File: config.mk
export PLATFORM = sky130hd
export DESIGN_NAME = btb_update_queue
export DESIGN_NICKNAME = d
export VERILOG_FILES = /design/src/rtl/btb_update_queue.sv
export SDC_FILE = /design/constraint.sdc
export NUM_CORES = 1
export LEC_CHECK = 0
export ABC_CLOCK_PERIOD_IN_PS = 7300
export BUFFER_PORTS_ARGS = -buffer_cell sky130_fd_sc_hd__buf_4
export CORE_MARGIN = 4
export CORE_UTILIZATION = 54
export CTS_CLUSTER_DIAMETER = 120
export DETAILED_ROUTE_END_ITERATION = 10
export PLACE_DENSITY = 0.81
export SLEW_MARGIN = 20
export SYNTH_ARGS = -nofsm -noshare
export SYNTH_HDL_FRONTEND = slang
export SYNTH_SLANG_ARGS = --single-unit
File: constraint.sdc
create_clock -name clk_i -period 7.3 [get_ports clk_i]
set_input_delay 0.73 -clock clk_i [delete_from_list [all_inputs] [get_ports clk_i]]
set_output_delay 0.73 -clock clk_i [all_outputs]
set_load 0.005 [all_outputs]
File: src/rtl/btb_update_queue.sv
// ---------------------------------------------------------------------------
// btb_update_queue
//
// Decoupling buffer between backend branch resolution and the frontend BTB
// update port. Resolved-mispredict updates (pc, target) are queued in a small
// circular buffer and drained one per cycle whenever the BTB side accepts.
// A new update whose pc already sits in the queue overwrites that entry's
// target in place, so a stale target can never be written after a fresh one.
// Updates are ignored in debug mode; updates lost to overflow are counted.
//
// Ports:
//   clk_i          clock, rising edge
//   rst_ni         synchronous active-low reset
//   flush_i        discard all queued updates (drop counter is kept)
//   debug_mode_i   core in debug mode; incoming updates are ignored
//   upd_valid_i    resolved mispredict update present (no backpressure)
//   upd_pc_i       pc of the resolved control-flow instruction
//   upd_target_i   resolved target address
//   btb_ready_i    BTB side accepts the head entry this cycle
//   btb_valid_o    head entry valid
//   btb_pc_o       head entry pc
//   btb_target_o   head entry target
//   occupancy_o    number of valid entries (0..DEPTH)
//   drop_cnt_o     saturating count of updates lost to overflow
// ---------------------------------------------------------------------------
module btb_update_queue #(
    parameter int unsigned VLEN  = 64,
    parameter int unsigned DEPTH = 4,
    parameter int unsigned CNT_W = 16
) (
    input  logic                     clk_i,
    input  logic                     rst_ni,
    input  logic                     flush_i,
    input  logic                     debug_mode_i,
    input  logic                     upd_valid_i,
    input  logic [VLEN-1:0]          upd_pc_i,
    input  logic [VLEN-1:0]          upd_target_i,
    input  logic                     btb_ready_i,
    output logic                     btb_valid_o,
    output logic [VLEN-1:0]          btb_pc_o,
    output logic [VLEN-1:0]          btb_target_o,
    output logic [$clog2(DEPTH):0]   occupancy_o,
    output logic [CNT_W-1:0]         drop_cnt_o
);

    localparam int unsigned PTR_W = $clog2(DEPTH);
    localparam int unsigned OCC_W = PTR_W + 1;

    // Storage and bookkeeping
    logic [VLEN-1:0]  pc_q    [DEPTH];
    logic [VLEN-1:0]  tgt_q   [DEPTH];
    logic [DEPTH-1:0] valid_q;
    logic [PTR_W-1:0] head_q;
    logic [PTR_W-1:0] tail_q;
    logic [OCC_W-1:0] count_q;
    logic [CNT_W-1:0] drop_q;

    // Per-cycle control
    logic             pop;
    logic             accept;
    logic             full;
    logic [DEPTH-1:0] match;
    logic             coalesce;
    logic             push;
    logic             drop;

    assign btb_valid_o  = (count_q != '0);
    assign btb_pc_o     = pc_q[head_q];
    assign btb_target_o = tgt_q[head_q];
    assign occupancy_o  = count_q;
    assign drop_cnt_o   = drop_q;

    assign pop    = btb_valid_o && btb_ready_i;
    assign accept = upd_valid_i && !debug_mode_i && !flush_i;
    assign full   = (count_q == OCC_W'(DEPTH));

    // Full-width pc compare against every valid entry. The head entry is
    // excluded while it is being popped: its old target is leaving the queue
    // this cycle, so the update must be re-queued instead of being lost.
    // NOTE: match gets a default before the loop so no path leaves it
    // unassigned, which would otherwise infer a latch.
    always_comb begin
        match = '0;
        for (int i = 0; i < DEPTH; i++) begin
            match[i] = valid_q[i] && (pc_q[i] == upd_pc_i)
                       && !(pop && (PTR_W'(i) == head_q));
        end
    end

    assign coalesce = accept && (match != '0);
    assign push     = accept && !coalesce && (!full || pop);
    assign drop     = accept && !coalesce && full && !pop;

    // NOTE: all state below uses non-blocking assignments so every register
    // sees pre-edge values; later assignments to the same valid bit win,
    // which lets a push into the slot being popped (full + pop) keep it valid.
    always_ff @(posedge clk_i) begin
        if (!rst_ni) begin
            // NOTE: storage contents are reset too, because the head entry is
            // visible on btb_pc_o/btb_target_o and must read 0 out of reset.
            for (int i = 0; i < DEPTH; i++) begin
                pc_q[i]  <= '0;
                tgt_q[i] <= '0;
            end
            valid_q <= '0;
            head_q  <= '0;
            tail_q  <= '0;
            count_q <= '0;
            drop_q  <= '0;
        end else if (flush_i) begin
            // Flush discards traffic but keeps the drop statistic.
            valid_q <= '0;
            head_q  <= '0;
            tail_q  <= '0;
            count_q <= '0;
        end else begin
            if (drop && (drop_q != '1)) begin
                drop_q <= drop_q + CNT_W'(1);
            end

            if (pop) begin
                valid_q[head_q] <= 1'b0;
                head_q          <= head_q + PTR_W'(1);
            end

            if (coalesce) begin
                for (int i = 0; i < DEPTH; i++) begin
                    if (match[i]) begin
                        tgt_q[i] <= upd_target_i;
                    end
                end
            end

            if (push) begin
                pc_q[tail_q]    <= upd_pc_i;
                tgt_q[tail_q]   <= upd_target_i;
                valid_q[tail_q] <= 1'b1;
                tail_q          <= tail_q + PTR_W'(1);
            end

            count_q <= count_q + OCC_W'(push) - OCC_W'(pop);
        end
    end

endmodule

==> flow_results.org, run 1 <==
** Run status
- Run status :: complete, no violations

** Pwr
- Combinational logic is responsible for under 10% of the overall power.
- In this run, the clock network consumes 39.8% of the power.
- The internal power of the cells totals 5.36 mW.
- Total power :: 7.08 mW
- VDD IR-drop max :: ~0.22 mV
- Of the total power, the share spent switching nets is 24.3%.
- Pwr per Cell Area :: 228 nW/um^2
- Register share of total power :: 50.6%
- In this run the static leakage power is 11.6 nW.
- P_sw :: 1.72 mW

** Cells and area
- Register cell area after layout :: 16000 sq um
- Number of nets in the layout :: around 2300
- Multi-input gate area :: 9970 sq um
- Fraction of final layout cells sized beyond drive strength 1 :: 24.9%
- Layout filler cell count :: between 3000 and 4000
- Area overhead of the layout relative to synthesis :: 15.0%
- Measured on the finished design, the core utilization comes to 63.0%.

** Global routing
- For this run, the total global-route usage over all layers was measured as about 30%.
- Number of global-route vias before repair :: 18100
- For this run the aggregate overflow at the end of global routing stands at 0.
- Initial antenna violation count :: 2
- The first global-routing pass estimated ~120000 microns of wire.
- Pin count of the biggest net entering global routing :: 102

** CTS
- After clock tree synthesis, the setup repair step added 0 buffers.
- TritonCTS built the clock tree.
- Deepest level of the CTS H-tree :: 2
- Counting along the longest clock path gives a buffer depth of 3.
- Clock buffers created by TritonCTS :: 56
- Total of hold buffers inserted after clock tree synthesis :: 0
- Post-cts sizing count :: 0
- Total clock sinks :: 541
- The cell sitting at the root of the clock tree is a clkbuf_16.
- Latest clock arrival within the worst-skew pair :: 660 ps
- Clock-pin slew was measured on the worst setup and hold paths at 60 ps.

** Floorplanning
- From bottom edge to top edge, the die measures 231 microns.
- Die area :: 53500 sq um
- Starting density of the core :: 54.8%
- Rows :: between 80 and 90
- From left edge to right edge, the die measures 231 microns.
- In this run the standard cell core region covers 49200 sq um.
- # IOs :: 282

** Route
- The pre-antenna-repair detailed-routing pass consisted of 7 iterations.
- In the final routed layout, each cell accounts on average for 28.0 microns.
- The final layout contains routed wiring with a total length of 80500 microns.
- Remaining antenna violation count after routing :: 0
- Total DRC errors in the routed layout :: 0
- Dividing the detail-routed via count by the number of cells gives 6.38.
- The detailed router finished its first iteration with 2612 violations.
- Vias after detailed routing :: 18400

** STA
- Relative slew slack :: 25.3%
- Final Setup Violations :: 0
- Clock period minus final worst setup slack :: 4460 ps
- Clock Skew :: 60.0 ps
- Worst-margin pin slew :: 1120 ps
- Based on the critical path, the design can be clocked at up to 0.224 GHz.
- Final Hold Fails :: 0
- Slew Limit Fails :: 0
- After layout, the worst path uses 61.0% of the clock period.
- Setup repair after global routing left no endpoint under its margin.

** Critical path
- Data arrival at the endpoint of the critical path :: about 4700 ps
- STA classifies the critical path endpoint as a flop.
- For this design, the slowest cell found on the critical path is o21ai_4.
- Critical path type :: reg -> reg
- Worst EP required :: around 7600 ps
- Along the worst path, the maximum fanout reaches 40.
- The largest single stage delay on the critical path is 890 ps.
- Kind of launch point of the worst setup path :: flop
- Cell breakdown of the critical path :: o31a_1 -> nand2_1 -> nand2_1 -> nor3_1 -> nand4_2 -> nor4bb_2 -> buf_4 -> nand4_1 -> o21ai_4 -> buf_4

** Synth
- By area the synthesized netlist is led by edfxtp_1 57%, mux4_2 11%, xnor2_1 5.4%.
- Fraction of the yosys area taken by sequential cells :: 59.3%
- Of all flip-flops after synthesis, the portion carrying an async set or reset was 0%.
- Post-synthesis average cell area :: ~14 sq um
- Count of warnings emitted by yosys :: 0
- Distinct cell type count after synthesis :: 54
- Number of enable flip-flop cells after synthesis :: roughly 510
- Post-synth top flop :: edfxtp_1
- Cell area after technology mapping :: 26900 sq um
- Total of flip-flops plus latches after synthesis :: 541
- Most used standard cells in the synthesized netlist :: 512 x edfxtp_1, 275 x nor2_1, 193 x and3_1
- Library cell with the largest summed area after synthesis :: edfxtp_1
- The most common cell in the synthesized netlist is edfxtp_1.
- Proportion of netlist area held by the largest area contributor :: 57.1%
- When the netlist entered floorplanning its net count stood at 2131.
- The cell count after synthesis came out at roughly 2000.

** Placed design
- Gp weighted congestion :: 1.05
- During placement, the flow inserted port buffers numbering between 200 and 300.
- Post-DP HPWL :: 53100 microns

** Hold path
- The min-delay analysis places its worst path in the category in -> reg.

** Run
- Max-Cap Viols :: 0
==> power groups by stage <==
stage                     Clock (mW)  Combinational [mW]  Sequential (mW)
after global routing            2.97               0.709             3.59
after CTS                       2.83               0.674             3.58
after detailed placement           0               0.668             3.64
final                           2.81               0.684             3.58
after global placement             0               0.665             3.63
after floorplan                    0               0.359             3.63
==> final cells by class <==
| class | instances | area share [%] |
|---|---|---|
| timing repair buffer | 309 | 7.53 |
| multi-input combinational | 1245 | 32.2 |
| tap | 664 | 2.68 |
| sequential | 541 | 51.5 |
| clock buffer | 75 | 4.92 |
| clock inverter | 30 | 0.933 |
| inverter | 16 | 0.194 |
| antenna | 1 | 0.00808 |
==> metrics by stage <==
step           area, sq um  instances  hold WS, ps  worst slack, ps  TNS (ps)
4_1_cts              31000       2880          409             2900         0
2_1_floorplan        26900       1985          435             -184    -23530
3_5_place_dp         29200       2775          467             2590         0
5_1_grt              31000       2881          431             2670         0
3_3_place_gp         29200       2775          461             2690         0
6_report             31000       2881          436             2840         0
==> registers in the layout (all words and copies together), names as in the netlist, named ones only <==
| name | count |
|---|---|
| drop_cnt_o | 16 |
| head_q | 2 |
| occupancy_o | 3 |
| pc_q | 256 |
| tail_q | 2 |
| tgt_q | 256 |
| valid_q | 4 |
==> worst max-delay path: cells and delay by family, from the launching register on <==
kind            cells  cell delay, ps
buf+inv             2             920
compound gates      2            1280
simple gates        6            1270
flops               1             530
==> layout by cell type, fill, tap and decap left out, drive strengths merged, types with 25 or more instances in the layout <==
cell type,n
and2,65
nand4,73
buf,309
xnor2,170
and3,193
nor4,36
nand2,94
mux4,128
edfxtp,512
nor2,275
clkinv,25
xor2,88
dfxtp,29
clkbuf,75
==> layer usage <==
layer  up-vias  share of wire [%]  GRT usage [%]
li1       7678                  -              -
met1      9158                 35           39.6
met2      1350                 47           46.2
met3       205                 13           7.31
met4         2                5.0           12.6
met5         -              0.012              0
==> final timing paths <==
path | startpoint | end | slack [ps] | depth (start not counted)
setup reg to reg | occupancy_o[1] | pc_q[1][2] | 2840 | 10
setup / recovery | occupancy_o[1] | pc_q[1][2] | 2840 | 10
hold reg to reg | drop_cnt_o[10] | drop_cnt_o[10] | 510 | 2
hold / removal | upd_pc_i[44] | pc_q[3][44] | 440 | 2
==> cells by family (layout without fill, tap and decap cells) <==
kind of cell               Yosys count  count (layout)  share of synthesized area [%]
xor gates and xnor gates           258             258                           8.50
AOI/OAI and AO/OA                   41              41                           1.25
buffers and inverters              199             430                           4.04
DFF                                541             541                           59.3
other                                0               1                              0
muxes                              134             134                           10.9
adders and majority gates           12              12                          0.585
and+or+nand+nor                    800             800                           15.4
Power figures use the tool's default switching activity.
==> inputs of run 2 (changes only) <==
--- a/config.mk
+++ b/config.mk
@@ -5,7 +5,8 @@
 export SDC_FILE = /design/constraint.sdc
 export NUM_CORES = 1
 export LEC_CHECK = 0
-export ABC_CLOCK_PERIOD_IN_PS = 7300
+export ABC_AREA = 1
+export ABC_CLOCK_PERIOD_IN_PS = 4000
 export BUFFER_PORTS_ARGS = -buffer_cell sky130_fd_sc_hd__buf_4
 export CORE_MARGIN = 4
 export CORE_UTILIZATION = 54
==> constraint.sdc (replaced) <==
create_clock -name clk_i -period 4 [get_ports clk_i]
set_input_delay 0.4 -clock clk_i [delete_from_list [all_inputs] [get_ports clk_i]]
set_output_delay 0.4 -clock clk_i [all_outputs]
set_load 0.005 [all_outputs]
==> run 2 against run 1 <==
Net effect: synthesized cell count grew 77%; core utilization up 0.34 points; first-iteration DRC count rose by 26%; sequential share of layout area is 4.6 points lower; cell count up 55%; critical path type unchanged; critical endpoint is now pc_q[1][16]; highest routed layer unchanged.
==> flow_results.org, run 2 <==
** STA
- The setup TNS was 0 ps (unchanged).
- The final period demand of the worst path came to 3440 ps (was 4460 ps).
- The relative slew slack came to 30.6% (was 25.3%).
- Tcrit/Tclk final :: 86.1% (was 61.0%)
- Final Setup Violations :: 0 (unchanged)
- Worst-margin pin slew :: 1040 ps (was 1120 ps)
- Clock Skew :: 42.6 ps (was 60.0 ps)
- The final count of hold timing violations was 0 (unchanged).
- The highest clock frequency the design can meet was 0.290 GHz (was 0.224 GHz).
- Unrepaired setup endpoints after global routing :: false (unchanged)
- Slew Limit Fails :: 0 (unchanged)

** Floorplanning
- The total die area is 58000 sq um (was 53500 sq um).
- Rows :: 85 (was 81)
- The placeable core region was 53700 sq um (was 49200 sq um).
- Starting density of the core :: 54.5% (was 54.8%)
- The number of ports placed on the die boundary was 282 (unchanged).
- Floorplan die height :: 241 microns (was 231 microns)
- The width of the chip is 241 microns (was 231 microns).

** Hold path
- Hold/Removal Path Class :: in -> reg (unchanged)

** Synth
- Cell area after technology mapping :: 29300 sq um (was 26900 sq um)
- Proportion of netlist area held by the largest area contributor :: 52.5% (was 57.1%)
- Most used standard cells in the synthesized netlist: 910 x nor2_1, 727 x nand2_1, 512 x edfxtp_1 (was 512 x edfxtp_1, 275 x nor2_1, 193 x and3_1).
- The synthesized netlist net count is 3653 (was 2131).
- Total of flip-flops plus latches after synthesis :: 541 (unchanged)
- The sequential area share after synthesis is 54.5% (was 59.3%).
- Number of enable flip-flop cells after synthesis :: 512 (unchanged)
- The predominant post-synthesis flop cell was edfxtp_1 (unchanged).
- The most area-hungry cell type in the Yosys netlist is edfxtp_1 (unchanged).
- The count of unique library cells instantiated by Yosys was 37 (was 54).
- The async set-or-reset flop fraction in the synthesized netlist was 0% (unchanged).
- Leading cell types by total area after synthesis :: edfxtp_1 53%, nor2_1 12%, nand2_1 9.3% (was edfxtp_1 57%, mux4_2 11%, xnor2_1 5.4%)
- The synthesized instance count came to 3507 (was 1985).
- The average size of a mapped cell was 8.35 sq um (was 13.6 sq um).
- The count of synthesis-stage warnings from yosys came to 0 (unchanged).
- The most instantiated library cell after synthesis was nor2_1 (was edfxtp_1).

** Critical path
- Cell family contributing the most delay on the critical path :: simple AND/OR/NAND/NOR gates (was compound AO/OA/AOI/OAI gates)
- Critical path type :: reg -> reg (unchanged)
- The worst stage delay on the critical path was 730 ps (was 890 ps).
- Critical path buffer and inverter count :: 1 (was 2)
- The sort of element at the end of the critical path was a flop (unchanged).
- The largest fanout on the critical path is 64 (was 40).
- The required time at the endpoint of the critical path was 4330 ps (was 7550 ps).
- Kind of launch point of the worst setup path :: flop (unchanged)
- The worst endpoint data arrival time came to 3780 ps (was 4710 ps).
- Cell breakdown of the critical path: xnor2_1 -> nand2_1 -> nor2_1 -> nand2_1 -> nor2_1 -> nand3_1 -> nand2_2 -> nor3_4 -> nand4_1 -> buf_4 -> nor2_1 (was o31a_1 -> nand2_1 -> nand2_1 -> nor3_1 -> nand4_2 -> nor4bb_2 -> buf_4 -> nand4_1 -> o21ai_4 -> buf_4).
- Most numerous cell on the critical path :: nor2_1
- The worst-path cell with the longest stage delay was buf_4 (was o21ai_4).

** CTS
- CTS tree :: done (unchanged)
- Deepest level of the CTS H-tree :: 2 (unchanged)
- Maximum buffer depth of the clock tree :: 3 (unchanged)
- Clock buffers created by TritonCTS :: 55 (was 56)
- Number of buffers inserted to repair setup after CTS :: 0 (unchanged)
- Total clock sinks :: 541 (unchanged)
- Library cell used as clock root buffer :: clkbuf_16 (unchanged)
- CTS clock-pin slew for the worst setup and hold paths :: 60 ps (about the same)
- The count of hold-fix buffers inserted at cts is 0 (unchanged).
- Post-cts sizing count :: 0 (unchanged)
- The worst-skew pair later-pin latency came to 660 ps (about the same).

** Route
- Highest signal layer in the routed design :: met5 (unchanged)
- Number of iterations in the first detailed-routing pass :: 8 (was 7)
- Routed length on met1 :: 37000 microns (was 28200 microns)
- The post-detailed-route wirelength per cell is 22.4 microns (was 28.0 microns).
- Detailed-route vias per instance :: 5.80 (was 6.38)
- The detailed-routed wire length on met2 was 46200 microns (was 38100 microns).
- The amount of wire on met3 after detailed routing was 11600 microns (was 10200 microns).
- The number of remaining DRC errors is 0 (unchanged).
- Total wire length after detailed routing :: 99500 microns (was 80500 microns)
- The number of DRC markers in iteration 0 came to 3286 (was 2612).
- Vias after detailed routing :: 25800 (was 18400)
- Remaining antenna violation count after routing :: 0 (unchanged)

** Pwr
- VDD IR-drop max :: 0.410 mV (was 0.218 mV)
- The power density relative to cell area came to 391 nW/um^2 (was 228 nW/um^2).
- The static leakage power is 14.8 nW (was 11.6 nW).

** Run
- Max-Cap Viols :: 0 (unchanged)

** Global routing
- The global-route total usage across every layer came to 33.4% (was 29.5%).
- Initial antenna violation count :: 3 (was 2)
- The number of global-route vias before repair was 23800 (was 18100).
- Total gr overflow :: 0 (unchanged)
- The pin count of the biggest net entering global routing came to 203 (was 102).
- The first-pass GRT wire length came to 145000 microns (was 118000 microns).

** Placed design
- The count of input and output buffers was 281 (unchanged).
- The final weighted congestion of routability-driven global placement was 1.10 (was 1.05).
- Post-placement cell count :: 4353 (was 2775)
- The detailed-placement wirelength estimate came to 68900 microns (was 53100 microns).

** Run status
- Run status :: complete, no violations (unchanged)

** Cells and area
- Top library cells by usage in the layout, fill and taps aside :: 910 x nor2_1, 723 x nand2_1, 512 x edfxtp_1 (was 512 x edfxtp_1, 308 x buf_4, 274 x nor2_1)
- Fraction of final layout cells sized beyond drive strength 1 :: 14.3% (was 24.9%)
- Post-Layout Cell Count :: 4453 (was 2881)
- Most common cell after layout, fill and taps aside :: nor2_1 (was edfxtp_1)
- The growth of design area from synthesis to finish was 16.3% (was 15.0%).
- The number of nets in the final layout came to 3860 (was 2315).
## run 2: changes by cell type after synthesis, sizes merged, moves of 73 or more
cell / change
nand2: +638
nor2: +636
inv: +328
o21ai: +244
and3: -193
a21oi: +139
mux4: -128
xnor2: -120
o22ai: +73
## run 2: cell type report
class	instances	area [sq um]
clock inverters	32	404
multi-input cells	2448	11300
clock buffers	65	1410
flip-flops and latches	541	16000
repair buffers	321	2740
well taps	696	871
inverters	347	1320
fillers	4419	19700
diodes	3	7.51
## run 2: cells by family after synthesis
group	count (synthesis)	share of synthesized area [%]
buffers and inverters	518	7.12
AND/OR/NAND/NOR	1835	25.7
XOR/XNOR	121	3.62
adder cells (fa/ha/maj)	12	0.539
AO/OA/AOI/OAI	480	8.54
flip-flops	541	54.5
## run 2: tightest hold or removal path: cells and delay by family
family	cells	cell delay, ps
and+or+nand+nor	1	90
buffers and inverters	2	130
## run 2: power by group
| group | switching [mW] | total (mW) | internal, mW | leakage [nW] |
|---|---|---|---|---|
| combinational | 1.05 | 1.55 | 0.499 | 8.31 |
| sequential | 0.100 | 6.49 | 6.39 | 5.60 |
| clock | 2.29 | 5.27 | 2.99 | 0.875 |
## run 2: layer usage
layer  vias to the layer above  track usage [%]
met1                     12100             44.7
met4                         4             13.4
li1                      11800                -
met5                         -                0
met3                       274             7.54
met2                      1690             53.4
## run 2: path summary, 6_finish.rpt
kind                                       end        startpoint  slack, ps  cells past startpoint
worst min-delay path              tgt_q[1][32]  upd_target_i[32]         80                      3
worst max register to register     pc_q[1][16]       pc_q[0][22]        560                     11
worst min register to register  drop_cnt_o[15]    drop_cnt_o[15]        520                      2
worst max-delay path               pc_q[1][16]       pc_q[0][22]        560                     11
## run 2: metrics by stage
stage          area [sq um]  util (%)  hold WS [ps]  setup slack, ps  total power [mW]
2_1_floorplan         29300         -           480              158              7.34
3_3_place_gp          32200      60.0           492              573              8.08
3_5_place_dp          32200      60.0           504              603              8.10
4_1_cts               34000      63.3          61.6              727              13.3
5_1_grt               34000      63.3          85.2              541              13.6
6_report              34000      63.4          80.4              556              13.3
